<file path="src/rtl/downsampler_pkg.sv">
// Shared types and defaults for the RX symbol downsampler.
// Provides FSM encoding, default widths and saturation bounds.
package downsampler_pkg;

  localparam int DEF_DATA_W = 4;
  localparam int DEF_CNT_W  = 4;

  localparam int SAT_MAX = 2 ** (DEF_DATA_W - 1) - 1;
  localparam int SAT_MIN = -(2 ** (DEF_DATA_W - 1));

  localparam logic [DEF_DATA_W-1:0] ZERO_PAD = '0;

  typedef enum logic {
    S_IDLE = 1'b0,
    S_RUN  = 1'b1
  } state_t;

endpackage

</file>
<file path="src/rtl/downsampler_sat_accum.sv">
// Integrate-and-dump accumulator with signed saturation of the running sum.
// Ports: clk, rst_n, en (advance), restart (period start), sample -> sum_sat.
module downsampler_sat_accum
  import downsampler_pkg::*;
#(
  parameter int DATA_W = DEF_DATA_W,
  parameter int ACC_W  = DEF_DATA_W + DEF_CNT_W
) (
  input  logic                     clk,
  input  logic                     rst_n,
  input  logic                     en,
  input  logic                     restart,
  input  logic signed [DATA_W-1:0] sample,
  output logic signed [DATA_W-1:0] sum_sat
);

  localparam logic signed [ACC_W-1:0] HI =
    {{(ACC_W-DATA_W+1){1'b0}}, {(DATA_W-1){1'b1}}};
  localparam logic signed [ACC_W-1:0] LO =
    {{(ACC_W-DATA_W+1){1'b1}}, {(DATA_W-1){1'b0}}};

  logic signed [ACC_W-1:0] acc_q;
  logic signed [ACC_W-1:0] ext;
  logic signed [ACC_W-1:0] sum;

  always_comb begin
    ext = {{(ACC_W-DATA_W){sample[DATA_W-1]}}, sample};
    sum = restart ? ext : acc_q + ext;
  end

  always_comb begin
    sum_sat = sum[DATA_W-1:0];
    unique case (1'b1)
      (sum > HI): sum_sat = HI[DATA_W-1:0];
      (sum < LO): sum_sat = LO[DATA_W-1:0];
      default:    sum_sat = sum[DATA_W-1:0];
    endcase
  end

  always_ff @(posedge clk or negedge rst_n) begin
    if (!rst_n) acc_q <= '0;
    else if (en) acc_q <= sum;
  end

endmodule

</file>
<file path="src/rtl/downsampler.sv">
// Symbol-rate downsampler: pick or integrate-and-dump over a synced period.
// Ports: enable/sync/mode/sample_rate/phase, I/Q in -> I/Q out, valid, locked.
module downsampler
  import downsampler_pkg::*;
#(
  parameter int DATA_W = DEF_DATA_W,
  parameter int CNT_W  = DEF_CNT_W,
  parameter int ACC_W  = DATA_W + CNT_W
) (
  input  logic                     clk,
  input  logic                     rst_n,
  input  logic                     enable,
  input  logic                     sync,
  input  logic                     mode,
  input  logic [CNT_W-1:0]         sample_rate,
  input  logic [CNT_W-1:0]         phase,
  input  logic signed [DATA_W-1:0] input_data_1,
  input  logic signed [DATA_W-1:0] input_data_2,
  output logic signed [DATA_W-1:0] output_data_1,
  output logic signed [DATA_W-1:0] output_data_2,
  output logic                     symbol_valid,
  output logic                     locked
);

  state_t state_q, state_d;

  logic [CNT_W-1:0] rate_q, phase_q, count_q;
  logic [CNT_W-1:0] rate_in, phase_in;
  logic [CNT_W-1:0] rate_c, phase_c, idx, cnt_d;
  logic             mode_q, mode_c;
  logic             start, active, last, cap;
  logic signed [DATA_W-1:0] sat_i, sat_q;

  always_comb begin
    rate_in = (sample_rate <= CNT_W'(1)) ? CNT_W'(1) : sample_rate;
    phase_in = (phase >= rate_in) ? rate_in - CNT_W'(1) : phase;
  end

  // The sync sample is index 0 of a fresh period using the new settings.
  always_comb begin
    start   = enable & sync;
    active  = enable & (sync | (state_q == S_RUN));
    rate_c  = start ? rate_in : rate_q;
    phase_c = start ? phase_in : phase_q;
    idx     = start ? '0 : count_q;
    mode_c  = (idx == '0) ? mode : mode_q;
    last    = (idx == rate_c - CNT_W'(1));
    cnt_d   = last ? '0 : idx + CNT_W'(1);
    cap     = active & (mode_c ? last : (idx == phase_c));
  end

  always_comb begin
    state_d = state_q;
    unique case (state_q)
      S_IDLE: if (start) state_d = S_RUN;
      S_RUN:  if (!enable) state_d = S_IDLE;
      default: state_d = S_IDLE;
    endcase
  end

  always_ff @(posedge clk or negedge rst_n) begin
    if (!rst_n) begin
      state_q <= S_IDLE;
      rate_q  <= CNT_W'(1);
      phase_q <= '0;
      count_q <= '0;
      mode_q  <= 1'b0;
    end else begin
      state_q <= state_d;
      if (start) begin
        rate_q  <= rate_in;
        phase_q <= phase_in;
      end
      if (active) begin
        count_q <= cnt_d;
        if (idx == '0) mode_q <= mode;
      end
    end
  end

  downsampler_sat_accum #(
    .DATA_W (DATA_W),
    .ACC_W  (ACC_W)
  ) u_acc_i (
    .clk     (clk),
    .rst_n   (rst_n),
    .en      (active),
    .restart (idx == '0),
    .sample  (input_data_1),
    .sum_sat (sat_i)
  );

  downsampler_sat_accum #(
    .DATA_W (DATA_W),
    .ACC_W  (ACC_W)
  ) u_acc_q (
    .clk     (clk),
    .rst_n   (rst_n),
    .en      (active),
    .restart (idx == '0),
    .sample  (input_data_2),
    .sum_sat (sat_q)
  );

  always_ff @(posedge clk or negedge rst_n) begin
    if (!rst_n) begin
      output_data_1 <= '0;
      output_data_2 <= '0;
      symbol_valid  <= 1'b0;
    end else begin
      symbol_valid <= cap;
      if (cap) begin
        output_data_1 <= mode_c ? sat_i : input_data_1;
        output_data_2 <= mode_c ? sat_q : input_data_2;
      end
    end
  end

  assign locked = (state_q == S_RUN);

endmodule

</file>
<file path="config.mk">
export PLATFORM = sky130hd
export DESIGN_NAME = downsampler
export DESIGN_NICKNAME = d
export VERILOG_FILES = /design/src/rtl/downsampler_pkg.sv /design/src/rtl/downsampler_sat_accum.sv /design/src/rtl/downsampler.sv
export SDC_FILE = /design/constraint.sdc
export NUM_CORES = 1
export LEC_CHECK = 0
export ABC_AREA = 1
export CORE_MARGIN = 4
export CORE_UTILIZATION = 35
export DETAILED_ROUTE_END_ITERATION = 12
export DONT_BUFFER_PORTS = 1
export PLACE_DENSITY = 0.47
export SYNTH_ARGS = -nofsm -noshare
export SYNTH_HDL_FRONTEND = slang
export SYNTH_SLANG_ARGS = --single-unit
export TNS_END_PERCENT = 50
</file>
<file path="constraint.sdc">
create_clock -name clk -period 2.14 [get_ports clk]
set_input_delay 0.428 -clock clk [delete_from_list [all_inputs] [get_ports clk]]
set_output_delay 0.428 -clock clk [all_outputs]
set_load 0.05 [all_outputs]
</file>
**Word-level counts from Yosys, hierarchy flattened**

Index checks and enable logic that the tools add are counted.

- ROM bits: 0
- Flip-flop bits (word level): 39
- Output and inout port bits: 10
- Input port bits: 21
- Memories kept: 0
- Latch bits: 0
- Memory bits (writable): 0
- Logic and storage cells: 46

- Muxes and demuxes: 17
- Bitwise logic cells: 5
- Shift-type cells: 0
- $add $sub $neg: 5
- Reduce and logical (&&, ||, !) cells: 1
- $mul: 0
- Equality and inequality tests: 2
- Div/mod/pow operators: 0
- $lt $le $gt $ge: 6

Operator list:

| kind | count |
|---|---|
| 4-bit two-way mux | 8 |
| 8-bit by 4-bit adder with 8-bit output | 2 |
| 8-bit by 4-bit > comparator with 1-bit output, second input constant | 2 |
| 8-bit by 4-bit < comparator with 1-bit output, second input constant | 2 |
| 8-bit two-way mux | 2 |
| 4-bit case mux with 2 select lines | 2 |
| 4-bit equality test | 2 |
| 4-bit by 1-bit subtractor with 4-bit output, second input constant | 2 |
| 4-bit by 1-bit adder with 4-bit output, second input constant | 1 |
| 4-bit greater-or-equal comparator | 1 |
| 4-bit by 1-bit <= comparator with 1-bit output, second input constant | 1 |
| 4-bit zero test | 1 |
| 1-bit two-way mux | 4 |
| 1-bit bitwise AND | 3 |
| 1-bit case mux with 2 select lines | 1 |
| 1-bit inverter | 1 |
| 1-bit OR | 1 |

**Depth between registers and ports, before layout**

- Depth after elaboration: 8
- Depth in mapped cells: 18
- Mapped depth without buffers: 18

**By module**

A second synthesis with hierarchy kept.

- Cell total of the unflattened synthesis: 453
- Area, all modules: 3234.4 um2

By module, submodules not included:

| module | seq. area each (um2) | cells an instance | instances | area each (um2) |
|---|---|---|---|---|
| downsampler | 576.8 | 215 | 1 | 1617.8 |
| downsampler_sat_accum | 200.2 | 119 | 2 | 808.3 |

**Worst setup path after synthesis**

Ideal clock, no wire load.

- Path kind: input to register
- From: in sample_rate[3]
- To: reg output_data_2[0]
- Slack: -0.079 ns
- Arrival time: 2.153 ns
- Library setup time: 0.066 ns
- Path buffers: 0
- Required time: 2.074 ns
- Stages on the path: 17
- Cell sequence: inv_1 a21oi_1 inv_1 ha_1 nand2_1 inv_1 nand2_1 nand3_1 nand2_1 nand3_1 nand3_1 nand2_1 nor2_1 nand3_4 nand2_4 nand2_1 nand2_1

- Longest elaborated chain between the ends: 8
- Elaborated cells between the ends (all ways): 12
- Classes of those cells: add/sub (2); order compare (2); eq/ne (2); mux (5); bitwise (1)

Ends and longest elaborated chain:

| item | line | RTL |
|---|---|---|
| start: declaration | downsampler.sv:15 | `input logic [CNT_W-1:0] sample_rate,` |
| 4-bit by 1-bit <= comparator with 1-bit output | downsampler.sv:35 | `rate_in = (sample_rate <= CNT_W'(1)) ? CNT_W'(1) : sample_rate;` |
| 4-bit two-way mux (*) | downsampler.sv:35 |  |
| 4-bit by 1-bit subtractor with 4-bit output / 4-bit greater-or-equal comparator (equally long branches) | downsampler.sv:36 | `phase_in = (phase >= rate_in) ? rate_in - CNT_W'(1) : phase;` |
| 4-bit two-way mux | downsampler.sv:36 |  |
| 4-bit two-way mux | n/a |  |
| 4-bit equality test | downsampler.sv:49 | `cap = active & (mode_c ? last : (idx == phase_c));` |
| 1-bit two-way mux (*) | downsampler.sv:49 |  |
| 1-bit bitwise AND (*) | downsampler.sv:49 |  |
| net cap | downsampler.sv:31 | `logic start, active, last, cap;` |
| end signal: assignment | downsampler.sv:114 | `output_data_2 <= mode_c ? sat_q : input_data_2;` |
| end: declaration | downsampler.sv:20 | `output logic signed [DATA_W-1:0] output_data_2,` |

Mark *: on every way through the listed nets, which the timed path passes. The rest lies on a longest branch.
A chain may end at the register's enable or synchronous reset.

**Worst setup path after layout**

- From: reg rate_q[0]
- To: reg output_data_2[2]

- Longest elaborated chain between the ends: 5

Ends and longest elaborated chain:

| item | line | RTL |
|---|---|---|
| start: declaration | downsampler.sv:27 | `logic [CNT_W-1:0] rate_q, phase_q, count_q;` |
| start signal: assignment | downsampler.sv:71 | `rate_q <= rate_in;` |
| 4-bit two-way mux | downsampler.sv:43 | `rate_c = start ? rate_in : rate_q;` |
| 4-bit by 1-bit subtractor with 4-bit output | downsampler.sv:47 | `last = (idx == rate_c - CNT_W'(1));` |
| 4-bit equality test | downsampler.sv:47 |  |
| 1-bit two-way mux | downsampler.sv:49 |  |
| 1-bit bitwise AND | downsampler.sv:49 |  |

No other way between the ends.

==> metrics.csv <==
metric;value;unit
outcome;completed;
hold_end;u_acc_i.acc_q[0];
core;8380;um^2
reg2reg_slack;0.08;ns
syn_nets;497;
drt-total-wl;7.96;mm
tns;0;ns
power_frac_comb;62.6;%
cts_sinks;39;
grt_pass1_wl;13.1;mm
use_met3;3.55;%
die_w;102;um
finalPower;5.64;mW
p_int;2.90;mW
drtAntennaViolNets;0;
nFillCells;892;
insertion_delay;0.30;ns
drv_slew;0;
synth.avg_cell_area;6.83;um^2
synthMuxAreaShare;0;%
cts_root_buf;clkbuf_8;
mostFrequentLayoutCell;nand2_1;
synth_cell_types;35;
drc;0;
max_slew_margin;65.6;%
hold_violations;0;
num-nets-final;549;
finalSetupViolCount;0;
area_growth;25.7;%
pre_cts_slack;-0.225;ns
power_density;1460;nW/um^2
firstDrtPassIters;4;
synth-simple-area-share;38.1;%
critPathRequiredTime;2.33;ns
rsz0062_at_grt;yes;
worst_ir_drop_vdd;0.531;mV
synth_compound_area_share;8.03;%
num_vias;2918;
worst_slew_pin_slew;0.516;ns
grt_pass1_vias;2791;
syn-instance-count;452;
globalRouteMet1Util;22.5;%
dp_cells;593;
holdWs;0.290;ns
synth-seq-cells;39;
grt_max_degree;40;
power_frac_seq;25.6;%
grt_use_total;15.9;%
antenna_found_initial;0;
fin_crit_sh;96.2;%
io_buffers;0;
place_area;3540;um^2
dieArea;10400;um^2
min_from;input_data_1[0];
clk_path_buf_depth;2;
final_cell_mix;159 x nand2_1, 56 x inv_1, 49 x nand3_1;
htreeDepth;2;
clkTransAtPathRegs;0.09;ns
initial_core_util;36.8;%
clock.fmax;486;MHz
r2r-end;output_data_2[2];
cp-startpoint;rate_q[0];
instances_no_fill;610;
r2r_cells;10;
vias_per_cell;4.78;
cp.arrival;2.25;ns
r2r-start;rate_q[0];
gp_congestion;0.840;
cts_buffers;5;
clock_skew;0.00695;ns
syn_area;3090;um^2
hold_depth;2;
crit_fanout;7;
ios;31;
clkPwrFrac;11.8;%
synth_top_family_by_area;simple AND/OR/NAND/NOR gates;
cts_tree;yes;
ys_seq_area_share;31.7;%
ys_warn_count;0;
hold_path_class;in2reg;
period_needed;2.06;ns
switchingPower;2.75;mW
grt-ovfl-total;0;
num_rows;33;
num_antenna_cells;0;
design_area;3880;um^2
met2_usage;24.8;%
startpoint_type;flip-flop;
grt-busiest-layer;met2;
drt_iter0_markers;61;
hpwl;6.03;mm
drive_above_1_share;23.0;%
cp-end-kind;flip-flop;
fin_util;46.3;%
avgRoutedWirePerCell;13.1;um
critPathKind;reg2reg;
switching_share;48.6;%
synthAdderAreaFrac;10.2;%
fin_ws;0.0823;ns
synth-xor-area-share;2.80;%
p_leak;2.09;nW
dieHeight;102;um
drv_cap;0;
## how the worst max path moves through the flow
stage | endpoint | slack, ns | depth (start not counted)
2_1_floorplan | output_data_1[0] | 0.02 | 15
3_3_place_gp | output_data_2[3] | -0.24 | 13
3_5_place_dp | output_data_2[2] | -0.22 | 13
4_1_cts | output_data_2[0] | -0.02 | 15
5_1_grt | output_data_2[2] | -0.10 | 15
6_report | output_data_2[2] | 0.08 | 10
## metal layers
layer / routed length [um] / part of all wire, %
met1: 4050 / 51
met2: 3530 / 44
met3: 332 / 4.2
met4: 54 / 0.68
met5: 0 / 0
## area by class of cell
cell class                      instances  area [um^2]  area share [%]
Clock inverter                          3         47.5            1.23
Timing Repair Buffer                   52          430            11.1
Multi-Input combinational cell        345         1990            51.4
Clock buffer                            5         68.8            1.77
Inverter                               61          229            5.90
Sequential cell                        39          977            25.2
Tap cell                              105          131            3.39
## Yosys cell counts
library cell	instances	area (um^2)
a21o_1	1	7.51
a21oi_1	8	40.0
a21oi_2	2	17.5
a31oi_1	3	18.8
and2_1	3	18.8
buf_2	2	10.0
buf_4	1	7.51
buf_6	2	22.5
clkbuf_1	4	15.0
dfrtp_1	38	951
dfstp_2	1	26.3
fa_1	2	40.0
ha_1	22	275
inv_1	58	218
inv_2	3	11.3
nand2_1	163	612
nand2_4	2	22.5
nand3_1	61	305
nand3_4	1	17.5
nand3b_1	1	7.51
nand4_1	8	50.1
nand4_4	1	21.3
nor2_1	24	90.1
nor2_2	2	12.5
nor3_1	1	5.00
o21ai_0	17	85.1
o21ai_1	3	15.0
o21ai_2	4	35.0
o21ai_4	1	16.3
o22ai_1	2	12.5
or2_0	1	6.26
or2_2	1	6.26
xnor2_1	3	26.3
xor2_1	5	43.8
xor2_2	1	16.3
## sequential cells by signal, indices dropped and copies added (netlist names), 4 cells and up
signal / cells
u_acc_i.acc_q: 8
u_acc_q.acc_q: 8
count_q: 4
output_data_1: 4
output_data_2: 4
phase_q: 4
rate_q: 4
## logic make-up after synthesis
group                      Yosys count
adders and majority gates           24
and+or+nand+nor                    269
DFF                                 39
buffers and inverters               70
AOI/OAI and AO/OA                   41
xor gates and xnor gates             9
## worst max-delay path, stage by stage (launching register included)
cell and delay [ns]:
dfstp_2 0.56, o21ai_2 0.07, ha_1 0.28, xor2_1 0.15
a21oi_2 0.10, nand3_1 0.10, nor2_2 0.18, nand4_4 0.18
buf_12 0.19, nand3_1 0.08, nand2_1 0.07
## timing repair
action,in CTS,in global routing
endpoints found under the hold margin,39,0
hold buffers,2,0
gates cloned,0,2
endpoints found under the setup margin,6,8
resized for setup,5,33
buffers inserted,0,5
pin swaps,0,9
## power by group through the flow
stage / combinational (mW) / clock (mW) / sequential (mW)
CTS: 3.29 / 0.689 / 1.44
finish: 3.53 / 0.665 / 1.44
global route: 4.06 / 0.708 / 1.49
floorplan: 2.17 / 0 / 1.41
global placement: 3.20 / 0 / 1.46
detailed placement: 3.21 / 0 / 1.46
(Power assumes the default switching activity.)
